===== config.mk =====
export PLATFORM = sky130hd
export DESIGN_NAME = calc_entry_ctrl
export DESIGN_NICKNAME = d
export VERILOG_FILES = /design/src/rtl/calc_pkg.sv /design/src/rtl/scancode_classify.sv /design/src/rtl/calc_entry_ctrl.sv
export SDC_FILE = /design/constraint.sdc
export NUM_CORES = 1
export LEC_CHECK = 0
export CAP_MARGIN = 20
export CORE_ASPECT_RATIO = 1.75
export CORE_UTILIZATION = 47
export CTS_BUF_LIST = sky130_fd_sc_hd__clkbuf_8
export CTS_CLUSTER_DIAMETER = 200
export DETAILED_ROUTE_END_ITERATION = 10
export GPL_ROUTABILITY_DRIVEN = 0
export PLACE_DENSITY = 0.78
export SLEW_MARGIN = 20
export SYNTH_ARGS = -nofsm -noshare
export SYNTH_HDL_FRONTEND = slang
export SYNTH_SLANG_ARGS = --single-unit

===== constraint.sdc =====
create_clock -name clk -period 2.5 [get_ports clk]
set_input_delay 0.5 -clock clk [delete_from_list [all_inputs] [get_ports clk]]
set_output_delay 0.5 -clock clk [all_outputs]
set_load 0.02 [all_outputs]

===== src/rtl/calc_pkg.sv =====
// Shared encodings, scancode constants and digit decode for the BCD calculator entry sequencer.
package calc_pkg;

  localparam int unsigned CODE_W = 9;
  localparam int unsigned BCD_W  = 8;
  localparam int unsigned RES_W  = 14;
  localparam int unsigned CNT_W  = 4;

  typedef enum logic [2:0] {
    ST_IDLE = 3'd0,
    ST_OPA  = 3'd1,
    ST_OPB  = 3'd2,
    ST_CALC = 3'd3,
    ST_DONE = 3'd4
  } state_e;

  typedef enum logic [1:0] {
    OP_ADD = 2'd0,
    OP_SUB = 2'd1,
    OP_MUL = 2'd2
  } op_e;

  localparam logic [CODE_W-1:0] SC_PLUS     = 9'h079;
  localparam logic [CODE_W-1:0] SC_MINUS    = 9'h07B;
  localparam logic [CODE_W-1:0] SC_STAR     = 9'h07C;
  localparam logic [CODE_W-1:0] SC_ENTER    = 9'h05A;
  localparam logic [CODE_W-1:0] SC_KP_ENTER = 9'h15A;
  localparam logic [CODE_W-1:0] SC_ESC      = 9'h076;

  // Returns {is_digit, value}; top-row and keypad digits both map to 0..9.
  function automatic logic [4:0] digit_of(input logic [CODE_W-1:0] code);
    logic [4:0] r;
    case (code)
      9'h045, 9'h070: r = 5'h10;
      9'h016, 9'h069: r = 5'h11;
      9'h01E, 9'h072: r = 5'h12;
      9'h026, 9'h07A: r = 5'h13;
      9'h025, 9'h06B: r = 5'h14;
      9'h02E, 9'h073: r = 5'h15;
      9'h036, 9'h074: r = 5'h16;
      9'h03D, 9'h06C: r = 5'h17;
      9'h03E, 9'h075: r = 5'h18;
      9'h046, 9'h07D: r = 5'h19;
      default:        r = 5'h00;
    endcase
    return r;
  endfunction

endpackage


===== src/rtl/scancode_classify.sv =====
// Combinational classification of a PS/2 scancode into digit / operator / enter / escape.
module scancode_classify
  import calc_pkg::*;
(
  input  logic [8:0] last_change,
  output logic       is_digit,
  output logic [3:0] digit,
  output logic       is_op,
  output logic [1:0] op,
  output logic       is_enter,
  output logic       is_esc
);

  logic [4:0] dec;

  always_comb begin
    dec      = digit_of(last_change);
    is_digit = dec[4];
    digit    = dec[3:0];
    is_op    = 1'b0;
    op       = OP_ADD;
    case (last_change)
      SC_PLUS:  begin is_op = 1'b1; op = OP_ADD; end
      SC_MINUS: begin is_op = 1'b1; op = OP_SUB; end
      SC_STAR:  begin is_op = 1'b1; op = OP_MUL; end
      default:  ;
    endcase
    is_enter = (last_change == SC_ENTER) || (last_change == SC_KP_ENTER);
    is_esc   = (last_change == SC_ESC);
  end

endmodule


===== src/rtl/calc_entry_ctrl.sv =====
// Keyboard sequencer for the 2-operand BCD calculator: collects A, op, B, starts the
// datapath, waits CALC_LAT cycles and latches the result.
module calc_entry_ctrl
  import calc_pkg::*;
#(
  parameter int unsigned CALC_LAT = 2
) (
  input  logic        clk,
  input  logic        rst,
  input  logic        key_valid,
  input  logic        key_make,
  input  logic [8:0]  last_change,
  input  logic [13:0] result_in,
  output logic [7:0]  opa_bcd,
  output logic [7:0]  opb_bcd,
  output logic [1:0]  op_sel,
  output logic        calc_start,
  output logic [13:0] result,
  output logic        result_valid,
  output logic [2:0]  curr_state
);

  state_e             state_q, state_d;
  logic [BCD_W-1:0]   opa_d, opb_d;
  logic [1:0]         op_d;
  logic [RES_W-1:0]   res_d;
  logic [CNT_W-1:0]   cnt_q, cnt_d;
  logic               b_seen_q, b_seen_d;
  logic               start_d, valid_d;

  logic       is_digit, is_op, is_enter, is_esc;
  logic [3:0] digit;
  logic [1:0] op;
  logic       ev;

  scancode_classify u_classify (
    .last_change (last_change),
    .is_digit    (is_digit),
    .digit       (digit),
    .is_op       (is_op),
    .op          (op),
    .is_enter    (is_enter),
    .is_esc      (is_esc)
  );

  assign ev         = key_valid && key_make;
  assign curr_state = state_q;

  // State and output registers
  always_ff @(posedge clk or posedge rst) begin
    if (rst) begin
      state_q      <= ST_IDLE;
      opa_bcd      <= '0;
      opb_bcd      <= '0;
      op_sel       <= OP_ADD;
      result       <= '0;
      cnt_q        <= '0;
      b_seen_q     <= 1'b0;
      calc_start   <= 1'b0;
      result_valid <= 1'b0;
    end else begin
      state_q      <= state_d;
      opa_bcd      <= opa_d;
      opb_bcd      <= opb_d;
      op_sel       <= op_d;
      result       <= res_d;
      cnt_q        <= cnt_d;
      b_seen_q     <= b_seen_d;
      calc_start   <= start_d;
      result_valid <= valid_d;
    end
  end

  // Next-state and datapath-register updates; Esc overrides everything
  always_comb begin
    state_d  = state_q;
    opa_d    = opa_bcd;
    opb_d    = opb_bcd;
    op_d     = op_sel;
    res_d    = result;
    cnt_d    = cnt_q;
    b_seen_d = b_seen_q;
    start_d  = 1'b0;
    valid_d  = 1'b0;

    if (ev && is_esc) begin
      state_d  = ST_IDLE;
      opa_d    = '0;
      opb_d    = '0;
      op_d     = OP_ADD;
      res_d    = '0;
      cnt_d    = '0;
      b_seen_d = 1'b0;
    end else begin
      case (state_q)
        ST_IDLE: begin
          if (ev && is_digit) begin
            state_d = ST_OPA;
            opa_d   = {4'h0, digit};
          end
        end
        ST_OPA: begin
          if (ev && is_digit) begin
            opa_d = {opa_bcd[3:0], digit};
          end else if (ev && is_op) begin
            state_d  = ST_OPB;
            op_d     = op;
            opb_d    = '0;
            b_seen_d = 1'b0;
          end
        end
        ST_OPB: begin
          if (ev && is_digit) begin
            opb_d    = {opb_bcd[3:0], digit};
            b_seen_d = 1'b1;
          end else if (ev && is_op) begin
            op_d = op;
          end else if (ev && is_enter && b_seen_q) begin
            state_d = ST_CALC;
            start_d = 1'b1;
            cnt_d   = CNT_W'(CALC_LAT - 1);
          end
        end
        ST_CALC: begin
          if (cnt_q == '0) begin
            res_d   = result_in;
            state_d = ST_DONE;
            valid_d = 1'b1;
          end else begin
            cnt_d = cnt_q - CNT_W'(1);
          end
        end
        ST_DONE: begin
          valid_d = 1'b1;
          if (ev && is_digit) begin
            state_d  = ST_OPA;
            opa_d    = {4'h0, digit};
            opb_d    = '0;
            op_d     = OP_ADD;
            b_seen_d = 1'b0;
            valid_d  = 1'b0;
          end
        end
        default: state_d = ST_IDLE;
      endcase
    end
  end

endmodule


After elaboration in Yosys (flattened, before gate mapping)
Index checks and enable logic that the tools add are counted.
{ "totals": {"register_bits": 42, "out_inout_bits": 37, "elab_cells": 138} }
{ "op_classes": {"n_addsub": 1, "n_eq_ne": 43, "muxes": 51, "n_reduce_logical": 34} }
{ "ops": {"columns": ["operator", "count"], "rows": [
  ["== test 9 x 7 -> 1 bit (second input constant)", 17],
  ["two-way mux 8 bit", 8],
  ["== test 9 x 6 -> 1 bit (second input constant)", 6],
  ["one-hot mux 5 bit (10 select lines)", 1],
  ["two-way mux 14 bit", 3],
  ["inequality test 3 bit (second input constant)", 11],
  ["two-way mux 3 bit", 8],
  ["one-hot mux 8 bit (3 select lines)", 1],
  ["OR reduction 2 bit", 12],
  ["two-way mux 4 bit", 5],
  ["== test 9 x 5 -> 1 bit (second input constant)", 2],
  ["one-hot mux 8 bit (2 select lines)", 1],
  ["two-way mux 1 bit", 14],
  ["one-hot mux 3 bit (4 select lines)", 1],
  ["AND reduction 5 bit", 2],
  ["== test 9 bit (second input constant)", 1],
  ["nonzero test 3 bit", 3],
  ["two-way mux 2 bit", 4],
  ["one-hot mux 2 bit (2 select lines)", 2],
  ["one-hot mux 4 bit (2 select lines)", 1],
  ["AND reduction 7 bit", 1],
  ["== test 3 x 2 -> 1 bit (second input constant)", 2],
  ["logical AND 1 bit", 6],
  ["inequality test 3 x 1 -> 1 bit (second input constant)", 2],
  ["other kinds (14)", 15]
]} }

Depth between registers and ports, before layout
Gate-level depths: netlist of the first run.
{ "logic_depth": {"depth_word": 9, "depth_mapped": 8} }

Modules after synthesis
Synthesis of the first run repeated with hierarchy kept, for this count alone.
{ "hier_totals": {"hier_cells": 241, "area_unflattened_um2": 2456.1} }
{ "by_module_without_submodules": {"columns": ["module", "n_inst", "cells_per_inst", "area_each_um2", "seq_area_each_um2"], "rows": [
  ["calc_entry_ctrl", 1, 171, 1999.4, 1051.0],
  ["scancode_classify", 1, 70, 456.7, 0.0]
]} }

Worst setup path after synthesis of the first run
Ideal clock, no wire load.
{ "synth_path": {"path_kind": "in2reg", "startpoint": "in last_change[5]", "endpoint": "reg opa_bcd[0]", "arrival_time_ps": 2230, "t_required_ps": 2375, "setup_slack_ps": 145, "path_stages": 8, "cell_sequence": "buf_2 > nand2_1 > nor2_2 > a32o_2 > nor4bb_4 > a21oi_4 > nor2_2 > mux2_2"} }
{ "synth_via": {"elab_chain_cells": 6} }
{ "synth_rtl": {"columns": ["element", "line_no", "rtl"], "rows": [
  ["start: declaration", "calc_entry_ctrl.sv:12", "input logic [8:0] last_change,"],
  ["== test 9 x 7 -> 1 bit, or another cell as far along", "calc_pkg.sv:33", "case (code)"],
  ["OR reduction 2 bit", "calc_pkg.sv:33", null],
  ["one-hot mux 5 bit (10 select lines)", "calc_pkg.sv:33", null],
  ["two-way mux 8 bit, or another cell as far along", "calc_entry_ctrl.sv:97, calc_entry_ctrl.sv:135", null],
  ["one-hot mux 8 bit (2 select lines), or another cell as far along", "calc_entry_ctrl.sv:95", "case (state_q)"],
  ["two-way mux 8 bit or AND reduction 3 bit (tied branches)", null, null],
  ["end signal: assignment", "calc_entry_ctrl.sv:63", "opa_bcd <= opa_d;"],
  ["end: declaration", "calc_entry_ctrl.sv:14", "output logic [7:0] opa_bcd,"]
]} }
Parallel ways exist; a longest one is shown, timed or not. The select of a mux whose other input is x is not followed.
A chain may end at the register's enable or synchronous reset.

Worst setup path in the final report of the first run
{ "layout_path": {"startpoint": "in last_change[2]", "endpoint": "reg opb_bcd[0]"} }
{ "layout_via": {"elab_chain_cells": 6} }
{ "layout_rtl": {"columns": ["element", "line_no", "rtl"], "rows": [
  ["== test 9 x 7 -> 1 bit, or another cell as far along", "calc_pkg.sv:33", null],
  ["OR reduction 2 bit or OR reduction 3 bit (tied branches)", null, null],
  ["one-hot mux 5 bit (10 select lines) or two-way mux 1 bit (tied branches)", "calc_pkg.sv:33, scancode_classify.sv:22", null],
  ["two-way mux 8 bit, or another cell as far along", "calc_entry_ctrl.sv:113", "if (ev && is_digit) begin"],
  ["one-hot mux 8 bit (3 select lines) or inequality test 3 bit (tied branches)", null, null],
  ["two-way mux 8 bit or AND reduction 5 bit (tied branches)", null, null],
  ["end signal: assignment", "calc_entry_ctrl.sv:64", "opb_bcd <= opb_d;"],
  ["end: declaration", "calc_entry_ctrl.sv:15", "output logic [7:0] opb_bcd,"]
]} }
Parallel ways exist; a longest one is shown, timed or not. The select of a mux whose other input is x is not followed.

==> flow_summary.yaml, run 1 <==
cts:
  cts_buffers: 5
  h-tree-depth: 2
  cts_sinks: 42
  clockBufferDepth: 2
  cts_tree: "built"
  postCtsHoldBufs: 0
  ctsRootBufferMaster: "clkbuf_8"
  clkTransAtPathRegs_ps: 80
  clock_latency_ps: 300
setup_path:
  r2r_setup_slack_ps: 220
  required_ps: 2730
  cp_max_fo: 5
  max_stage_delay_ps: 370
  worstSetupPathType: "in -> reg"
  rr_endpoint: "curr_state[0]"
  crit_buf_inv: 3
  cp-end-kind: "register"
  cp_slowest_cell: "and4bb_2"
  critPathArrivalTime_ps: 2670
  startpoint_type: "input port"
  crit_chain: "dlygate4sd2_1 > nor4bb_4 > mux2i_1 > and4bb_2 > nor4bb_4 > buf_4 > a21boi_4 > nor3b_4 > buf_6 > a22o_1"
  cpLargestDelayFamily: "simple AND/OR/NAND/NOR gates"
  cpMostUsedCell: "nor4bb_4"
  r2r_cells: 8
  worstReg2RegStart: "cnt_q[0]"
timing:
  layout_min_cycle_time_ps: 2440
  max_slew.worst_pin.slew_ps: 575
  max-slew-margin-rel: 0.616
  finalHoldViolCount: 0
  clock_skew_ps: 3.86
  fin_crit_sh: 0.974
  setup_viol: 0
  drv_slew: 0
  max_freq_ghz: 0.410
cells_and_area:
  num_antenna_cells: 0
  final_common_cell: "clkdlybuf4s50_1"
  most-common-layout-cells: "clkdlybuf4s50_1, buf_4, dfrtp_1"
  syn_to_final_growth_pct: 50.9
  drive_gt1_frac: 0.287
  fin_cells: 403
  layout.nets: 376
drt:
  wl_met3_microns: 286
  vias: 2370
  viasPerCell: 5.88
  m1WireLength_mm: 2.46
  drtIter0Drc: 83
  drt-pass1-iter-count: 6
  routed-wl-met2_mm: 3.95
  ant_nets: 0
  top_layer: "met4"
  avgRoutedWirePerCell_microns: 17.2
  drc: 0
  totalWireLength_mm: 6.95
synth:
  yosysWarningCount: 0
  synth-xor-area-share: 0.00720
  synth_top_family_by_area: "simple AND/OR/NAND/NOR gates"
  synth.distinct_cells: 62
  synth_edf_count: 0
  ys_seq_elements: 42
  synth_seq_area_share: 0.432
  async_flop_share: 1.00
  synth_nets: 265
  syn_avg_cell_area_sq_um: 10.3
  synth_fa_ha_area_frac: 0.00514
  yosys.area_share.simple: 0.263
  synthCells: 237
  synth_mux_area_frac: 0.0309
  synth-main-ff-cell: "dfrtp_1"
  netlist_area_sq_um: 2430
  synth_compound_gate_area_share: 0.226
power:
  p_total_mw: 1.85
  combPwrFrac: 0.269
  p_clk_frac: 0.294
  p_int_mw: 1.31
  p_per_area_nw_per_um2: 505
  p_seq_frac: 0.437
  p_switching_uw: 545
  p_leak_nw: 1.68
  irDropWorstVdd_mv: 0.955
  netSwitchingFraction: 0.294
die:
  initial_core_util: 0.489
  dieWidth_microns: 56.4
  coreArea_sq_um: 4980
  rows: 34
  ioPinCount: 64
  die_h_microns: 97.2
  die_area_sq_um: 5480
global_route:
  grt_pass1_wl_mm: 11.1
  grt_pass1_vias: 2396
  grt_max_degree: 43
  grt_use_total: 0.260
  gr-total-overflow: 0
  antenna_found_initial: 0
place:
  hpwl_mm: 5.19
  port_buffers: 63
  placed_cells: 390
job:
  max-cap-violations: 0
run_status:
  status: "finished, final reports clean"
min_path:
  hp-class: "reg -> reg"
  min_delay_path_depth: 1
  min_to: "b_seen_q"
  min_from: "b_seen_q"
metal layers:
metal  global-route usage  up-vias
li1                     -     1113
met1                0.246     1140
met2                0.514       99
met3               0.0413       18
met4                0.124        0
met5                    0        -
registers in the layout (all words and copies together) (netlist names):
signal        count
opb_bcd           8
op_sel            2
curr_state        3
opa_bcd           8
cnt_q             4
result_valid      1
b_seen_q          1
result           14
calc_start        1
what timing repair did:
| action | 4_1_cts | 5_1_grt |
|---|---|---|
| endpoints found under the setup margin | 37 | 15 |
| buffers inserted | 4 | 0 |
| hold endpoints to repair | 0 | 0 |
| gates resized for setup | 21 | 20 |
| gates cloned | 0 | 1 |
| pin swaps | 6 | 5 |
worst register-to-register path, stage by stage (launching register included):
cell and delay (ps):
dfrtp_1 430, inv_1 80, ha_1 180, or3b_2 510, or2_2 310, nand2_1 90
o22ai_1 80, and2_0 180, a311o_1 320
cell usage after synthesis, types with 2 or more instances:
cell	count	area share
and2_1	3	0.0077
a31oi_1	3	0.0077
nand4_1	4	0.010
nand2b_1	8	0.021
o21a_1	3	0.0093
nor3b_1	3	0.0093
a32oi_1	2	0.0072
nand3b_1	7	0.022
a22o_1	22	0.079
nor3_1	8	0.016
buf_2	6	0.012
a21oi_1	8	0.016
mux2_2	4	0.019
dfrtp_1	42	0.43
or2_2	2	0.0051
inv_1	7	0.011
o22ai_1	3	0.0077
clkbuf_1	6	0.0093
nand2_1	15	0.023
nor2_2	2	0.0051
nor2_1	14	0.022
or3_1	3	0.0077
o31ai_1	3	0.0093
a21o_1	3	0.0093
nor2b_1	3	0.0077
nand3_1	7	0.014
nor4b_1	3	0.011
o21ai_0	7	0.014
mux2i_1	3	0.012
worst max path at each step:
stage	startpoint	end	slack [ps]	depth (start not counted)
after global routing	last_change[3]	curr_state[0]	-2	10
after global placement	last_change[1]	opb_bcd[6]	-620	10
final	last_change[2]	opb_bcd[0]	60	10
after detailed placement	last_change[1]	opb_bcd[0]	-640	10
after floorplan	last_change[5]	opa_bcd[0]	150	8
after CTS	last_change[5]	opb_bcd[0]	0.7	11
through the flow:
step / util / worst slack [ps] / setup TNS [ps] / hold slack (ps) / cell area [sq um]
6_report: 0.738 / 63.9 / 0 / 501 / 3670
5_1_grt: 0.738 / -2.26 / -2.26 / 520 / 3670
4_1_cts: 0.731 / 0.738 / 0 / 498 / 3640
3_5_place_dp: 0.691 / -639 / -19440 / 471 / 3440
3_3_place_gp: 0.691 / -621 / -18850 / 473 / 3440
2_1_floorplan: - / 145 / 0 / 442 / 2430
cell type report:
class                   count  area [sq um]
fillers                   371          1310
well taps                  54          67.6
clock inverters             3          43.8
inverters                   7          26.3
flip-flops and latches     42          1050
clock buffers               5          68.8
multi-input cells         175          1390
repair buffers            117          1020
power groups by stage:
stage	sequential [mW]	combinational, mW	clock [mW]
final	0.810	0.498	0.546
after CTS	0.808	0.496	0.558
after global placement	0.817	0.477	0
after floorplan	0.870	0.201	0
after global routing	0.818	0.539	0.587
after detailed placement	0.820	0.486	0
logic make-up (layout without fill, tap and decap cells):
family,count (synthesis),count (layout)
AOI/OAI and AO/OA,67,67
xor gates and xnor gates,2,2
adders and majority gates,1,1
buffers and inverters,20,132
DFF,42,42
muxes,7,7
and+or+nand+nor,98,98
(Power assumes the default switching activity.)
==> run 2: changes to the inputs <==
Settings changed: SLEW_MARGIN 20 to not set.
==> results of run 2 <==
No change in the layout: final DEF, timing and power equal those of run 1.
==> run 3: changes to the inputs <==
Settings changed: HOLD_SLACK_MARGIN set to 0.03.
==> results of run 3 <==
No change in the layout: final DEF, timing and power equal those of run 1.
